<file path="src/rtl/seven_seg_scan_2digit.sv">
// Two-digit multiplexed 7-segment driver: samples {tens,ones} once per scan,
// blanks anodes at each slot start, and optionally suppresses a leading zero.
//
// state  | meaning
// S_ONES | ones digit slot, an[0] may be lit
// S_TENS | tens digit slot, an[1] may be lit
module seven_seg_scan_2digit #(
   parameter int REFRESH_DIV = 50000,
   parameter int BLANK_CYC   = 1,
   parameter int ACTIVE_LOW  = 1,
   parameter int LZ_BLANK    = 1
) (
   input  logic       clk,
   input  logic       reset,
   input  logic [3:0] ones,
   input  logic [3:0] tens,
   input  logic       err_clr,
   output logic [6:0] seg,
   output logic [1:0] an,
   output logic       bcd_err
);

   localparam int CNT_W = (REFRESH_DIV > 2) ? $clog2(REFRESH_DIV) : 1;
   localparam logic [CNT_W-1:0] CNT_MAX  = CNT_W'(REFRESH_DIV - 1);
   localparam logic [CNT_W-1:0] BLANK_N  = CNT_W'(BLANK_CYC);
   localparam logic [6:0]       SEG_DARK = (ACTIVE_LOW != 0) ? 7'h7F : 7'h00;
   localparam logic [1:0]       AN_DARK  = (ACTIVE_LOW != 0) ? 2'b11 : 2'b00;

   typedef enum logic {
      S_ONES = 1'b0,
      S_TENS = 1'b1
   } state_t;

   state_t           r_state;
   state_t           w_state_nxt;
   logic [CNT_W-1:0] r_cnt;
   logic [CNT_W-1:0] w_cnt_nxt;
   logic [7:0]       r_shadow;
   logic [6:0]       r_seg;
   logic [1:0]       r_an;
   logic             r_bcd_err;
   logic             w_sample;
   logic             w_dark;
   logic [3:0]       w_digit;
   logic [6:0]       w_seg_hi;
   logic [1:0]       w_an_hi;
   logic [6:0]       w_seg_nxt;
   logic [1:0]       w_an_nxt;

   function automatic logic [6:0] f_decode(input logic [3:0] d);
      logic [6:0] s;
      case (d)
         4'd0:    s = 7'h3F;
         4'd1:    s = 7'h06;
         4'd2:    s = 7'h5B;
         4'd3:    s = 7'h4F;
         4'd4:    s = 7'h66;
         4'd5:    s = 7'h6D;
         4'd6:    s = 7'h7D;
         4'd7:    s = 7'h07;
         4'd8:    s = 7'h7F;
         4'd9:    s = 7'h6F;
         default: s = 7'h40;
      endcase
      return s;
   endfunction

   always_ff @(posedge clk or negedge reset) begin
      if (!reset) begin
         r_state <= S_ONES;
         r_cnt   <= '0;
      end else begin
         r_state <= w_state_nxt;
         r_cnt   <= w_cnt_nxt;
      end
   end

   always_comb begin
      w_state_nxt = r_state;
      w_cnt_nxt   = r_cnt + CNT_W'(1);
      if (r_cnt == CNT_MAX) begin
         w_cnt_nxt   = '0;
         w_state_nxt = (r_state == S_ONES) ? S_TENS : S_ONES;
      end
   end

   // Outputs are computed from the shadow, never the live inputs, so a digit
   // changing mid-scan cannot tear the displayed value.
   always_comb begin
      w_digit  = (r_state == S_TENS) ? r_shadow[7:4] : r_shadow[3:0];
      w_dark   = (r_cnt < BLANK_N) ||
                 ((LZ_BLANK != 0) && (r_state == S_TENS) && (r_shadow[7:4] == 4'd0));
      w_seg_hi = '0;
      w_an_hi  = '0;
      if (!w_dark) begin
         w_seg_hi = f_decode(w_digit);
         w_an_hi  = (r_state == S_TENS) ? 2'b10 : 2'b01;
      end
      w_seg_nxt = (ACTIVE_LOW != 0) ? ~w_seg_hi : w_seg_hi;
      w_an_nxt  = (ACTIVE_LOW != 0) ? ~w_an_hi  : w_an_hi;
   end

   assign w_sample = (r_state == S_ONES) && (r_cnt == '0);

   always_ff @(posedge clk or negedge reset) begin
      if (!reset) begin
         r_shadow  <= 8'h00;
         r_seg     <= SEG_DARK;
         r_an      <= AN_DARK;
         r_bcd_err <= 1'b0;
      end else begin
         r_seg <= w_seg_nxt;
         r_an  <= w_an_nxt;
         if (w_sample) begin
            r_shadow <= {tens, ones};
         end
         if (w_sample && ((tens > 4'd9) || (ones > 4'd9))) begin
            r_bcd_err <= 1'b1;
         end else if (err_clr) begin
            r_bcd_err <= 1'b0;
         end
      end
   end

   assign seg     = r_seg;
   assign an      = r_an;
   assign bcd_err = r_bcd_err;

endmodule

</file>
<file path="config.mk">
export PLATFORM = sky130hd
export DESIGN_NAME = seven_seg_scan_2digit
export DESIGN_NICKNAME = d
export VERILOG_FILES = /design/src/rtl/seven_seg_scan_2digit.sv
export SDC_FILE = /design/constraint.sdc
export NUM_CORES = 1
export LEC_CHECK = 0
export ABC_AREA = 0
export BUFFER_PORTS_ARGS = -buffer_cell sky130_fd_sc_hd__buf_2
export CORE_AREA = 5 5 80 53
export DETAILED_ROUTE_END_ITERATION = 7
export DIE_AREA = 0 0 85 58
export PLACE_DENSITY = 0.73
export SKIP_CTS_REPAIR_TIMING = 1
export SYNTH_ARGS = -nofsm -noshare
export SYNTH_HDL_FRONTEND = slang
export SYNTH_SLANG_ARGS = --single-unit
</file>
<file path="constraint.sdc">
create_clock -name clk -period 1.8 [get_ports clk]
set_input_delay 0.36 -clock clk [delete_from_list [all_inputs] [get_ports clk]]
set_output_delay 0.36 -clock clk [all_outputs]
set_load 0.05 [all_outputs]
</file>
==> metrics.md <==
| Metric | Value |
|---|---|
| Seq cells post-synth | `35` |
| Unrepaired setup endpoints after global routing | `yes` |
| Mean number of vias per cell | `5.23` |
| CP Cell Sequence | `inv_1 > ha_1 > nor4b_4 > nand4_1 > nor2_2 > buf_6 > mux2_2` |
| Number of global-route vias before repair | `1225` |
| Setup crit start | `r_cnt[1]` |
| Final setup fails | `0` |
| Syn_nets | `167` |
| Slew headroom | `0.651` |
| Post-synth ARST share | `1.00` |
| Slowest CP cell | `dfrtp_1` |
| Clk_skew | `0.00419 ns` |
| Slew @ Worst Pin | `0.523 ns` |
| Final worst path period share | `0.958` |
| DR pass1 iterations | `4` |
| Hold Fails Final Rpt | `0` |
| Number of synthesized flops with an enable pin | `0` |
| Num ports | `21` |
| Die Height | `58 um` |
| CP Class | `register to register` |
| DIE AREA | `4930 um2` |
| Total Routed Length | `3.32 mm` |
| WP data arrival | `1.89 ns` |
| Worst hold path class | `input pin to async pin` |
| Most frequent cell after synthesis | `dfrtp_1` |
| Max frequency | `580 MHz` |
| # diodes | `0` |
| Final Slew Violations | `0` |
| Minimum clock period | `1.72 ns` |
| Delay-heaviest family, CP | `simple AND/OR/NAND/NOR gates` |
| Area leader, netlist | `dfrtp_1` |
| Placed wire-length estimate | `2.42 mm` |
| Critical path data required time | `1.97 ns` |
| Sequential share of the synthesized area | `0.531` |
| Drt drc | `0` |
| Final net count | `207` |
| Total power draw | `1.59 mW` |
| Total congestion overflow | `0` |
| CTS H-tree depth | `2` |
| Antenna violations before repair | `0` |
| Gpl congestion | `0.757` |
| CTS Sinks | `35` |
| Num CTS Buffers | `5` |
| CTS tree | `built` |
| Num rows | `17` |
| Root buf cell | `clkbuf_8` |
| Port buffer count | `20` |
| Area growth from synthesis to final layout | `22.6%` |
| Post-synthesis cell area | `1670 um2` |
| Gate Count Post-Synth | `149` |
| Avg Inst Size Synth | `11.2 um2` |
| Distinct cells, synth | `27` |
| Clock transition at path regs | `0.06 ns` |
| Hold Slack | `0.0450 ns` |
| Crit path buf inv count | `2` |
| DR iter-0 viols | `139` |
| Share of cells above drive strength 1 | `0.342` |
| Antenna-violating nets left | `0` |
| Synth Warn # | `0` |
| Lkg Pwr | `0.954 nW` |
| Critical Path Max Stage Delay | `0.41 ns` |
| Top cells by area, synth | `dfrtp_1 (39%), dfstp_2 (14%), mux2_2 (6.7%)` |
| Initial Util | `0.485` |
| Worst-Skew Late Latency | `0.28 ns` |
| Largest net degree at the start of global routing | `25` |
| Peak VDD IR | `0.000382 V` |
| Crit-path max FO | `9` |
| Die W | `85 um` |
| Startpoint types | `register` |
| Pwr/cell area | `775 nW/um2` |
| Critical R2R Launch | `r_cnt[1]` |
| Yosys top cell area share | `0.389` |
| Status | `complete, no violations` |
| Drt wl/cell | `14.0 um` |
| Top cells by count, synth | `dfrtp_1 (26), nor2_1 (13), mux2_2 (10)` |
| Tot GR Track Use | `0.149` |
| Core Box Area | `3450 um2` |
| CTS max path bufs | `2` |
| Vias | `1239` |
| Prevailing post-synth register cell | `dfrtp_1` |
| CP endpoint kind | `register` |
| First-pass GRT wire length | `5.67 mm` |
| MaxCap Viol Count | `0` |
-- worst paths after layout --
| check | slack (ns) | cells after the start | to |
|---|---|---|---|
| min | 0.04 | 1 | r_shadow[5] |
| max in group asynchronous | 1.16 | 2 | seg[2] |
| min reg2reg | 0.50 | 1 | r_cnt[10] |
| max reg2reg | 0.08 | 7 | r_shadow[4] |
| max | 0.08 | 7 | r_shadow[4] |
| min in group clk | 0.31 | 2 | r_shadow[0] |
-- layout make-up --
| type | count | area (um2) |
|---|---|---|
| well taps | 47 | 58.8 |
| clock buffers | 8 | 100 |
| repair buffers | 34 | 209 |
| flip-flops and latches | 35 | 887 |
| fillers | 294 | 1400 |
| inverters | 8 | 30.0 |
| multi-input cells | 105 | 764 |
-- kinds of logic (layout without fill, tap and decap cells) --
| family | Yosys count | in the layout | synth area share |
|---|---|---|---|
| compound gates | 17 | 17 | 0.0561 |
| xor+xnor | 15 | 15 | 0.0786 |
| fa+ha+maj | 7 | 7 | 0.0524 |
| buf+inv | 9 | 50 | 0.0210 |
| flops | 35 | 35 | 0.531 |
| mux | 14 | 14 | 0.0913 |
| simple gates | 52 | 52 | 0.170 |
-- layer usage --
metal | wire length [um] | up-vias | GRT usage
li1 | - | 599 | -
met1 | 1620 | 595 | 0.202
met2 | 1440 | 36 | 0.217
met3 | 192 | 9 | 0.0497
met4 | 72 | 0 | 0.0655
met5 | 0 | - | 0
-- stage by stage --
stage / instances / util / instance area [um2] / TNS, ns / worst slack [ns]
floorplan: 149 / - / 1670 / 0 / 0.0562
global placement: 227 / 0.556 / 1920 / 0 / 0.102
detailed placement: 227 / 0.556 / 1920 / 0 / 0.0203
CTS: 235 / 0.585 / 2020 / 0 / 0.000508
global route: 237 / 0.595 / 2050 / -0.136 / -0.0266
finish: 237 / 0.595 / 2050 / 0 / 0.0753
-- report_power, final --
| group | switching [mW] | internal [mW] | total (mW) |
|---|---|---|---|
| sequential | 0.0107 | 0.818 | 0.828 |
| clock | 0.267 | 0.349 | 0.616 |
| combinational | 0.0996 | 0.0442 | 0.144 |
| total | 0.378 | 1.21 | 1.59 |
-- cell usage in the layout (no fill, tap or decap), types with 7 or more instances in the layout --
cell type  instances
ha_1               7
xnor2_1            8
nor4_1             7
nand2_1            9
dfrtp_1           26
buf_2             20
nor2_1            13
clkbuf_8           7
xor2_1             7
mux2_2            10
o21ai_0            9
inv_1              8
buf_4             13
dfstp_2            9
-- flip-flops by register name, indices dropped and copies added, names as in the netlist --
signal and flops:
an 2, bcd_err 1, r_cnt 16, r_shadow 8
r_state 1, seg 7
(Power assumes the default switching activity.)
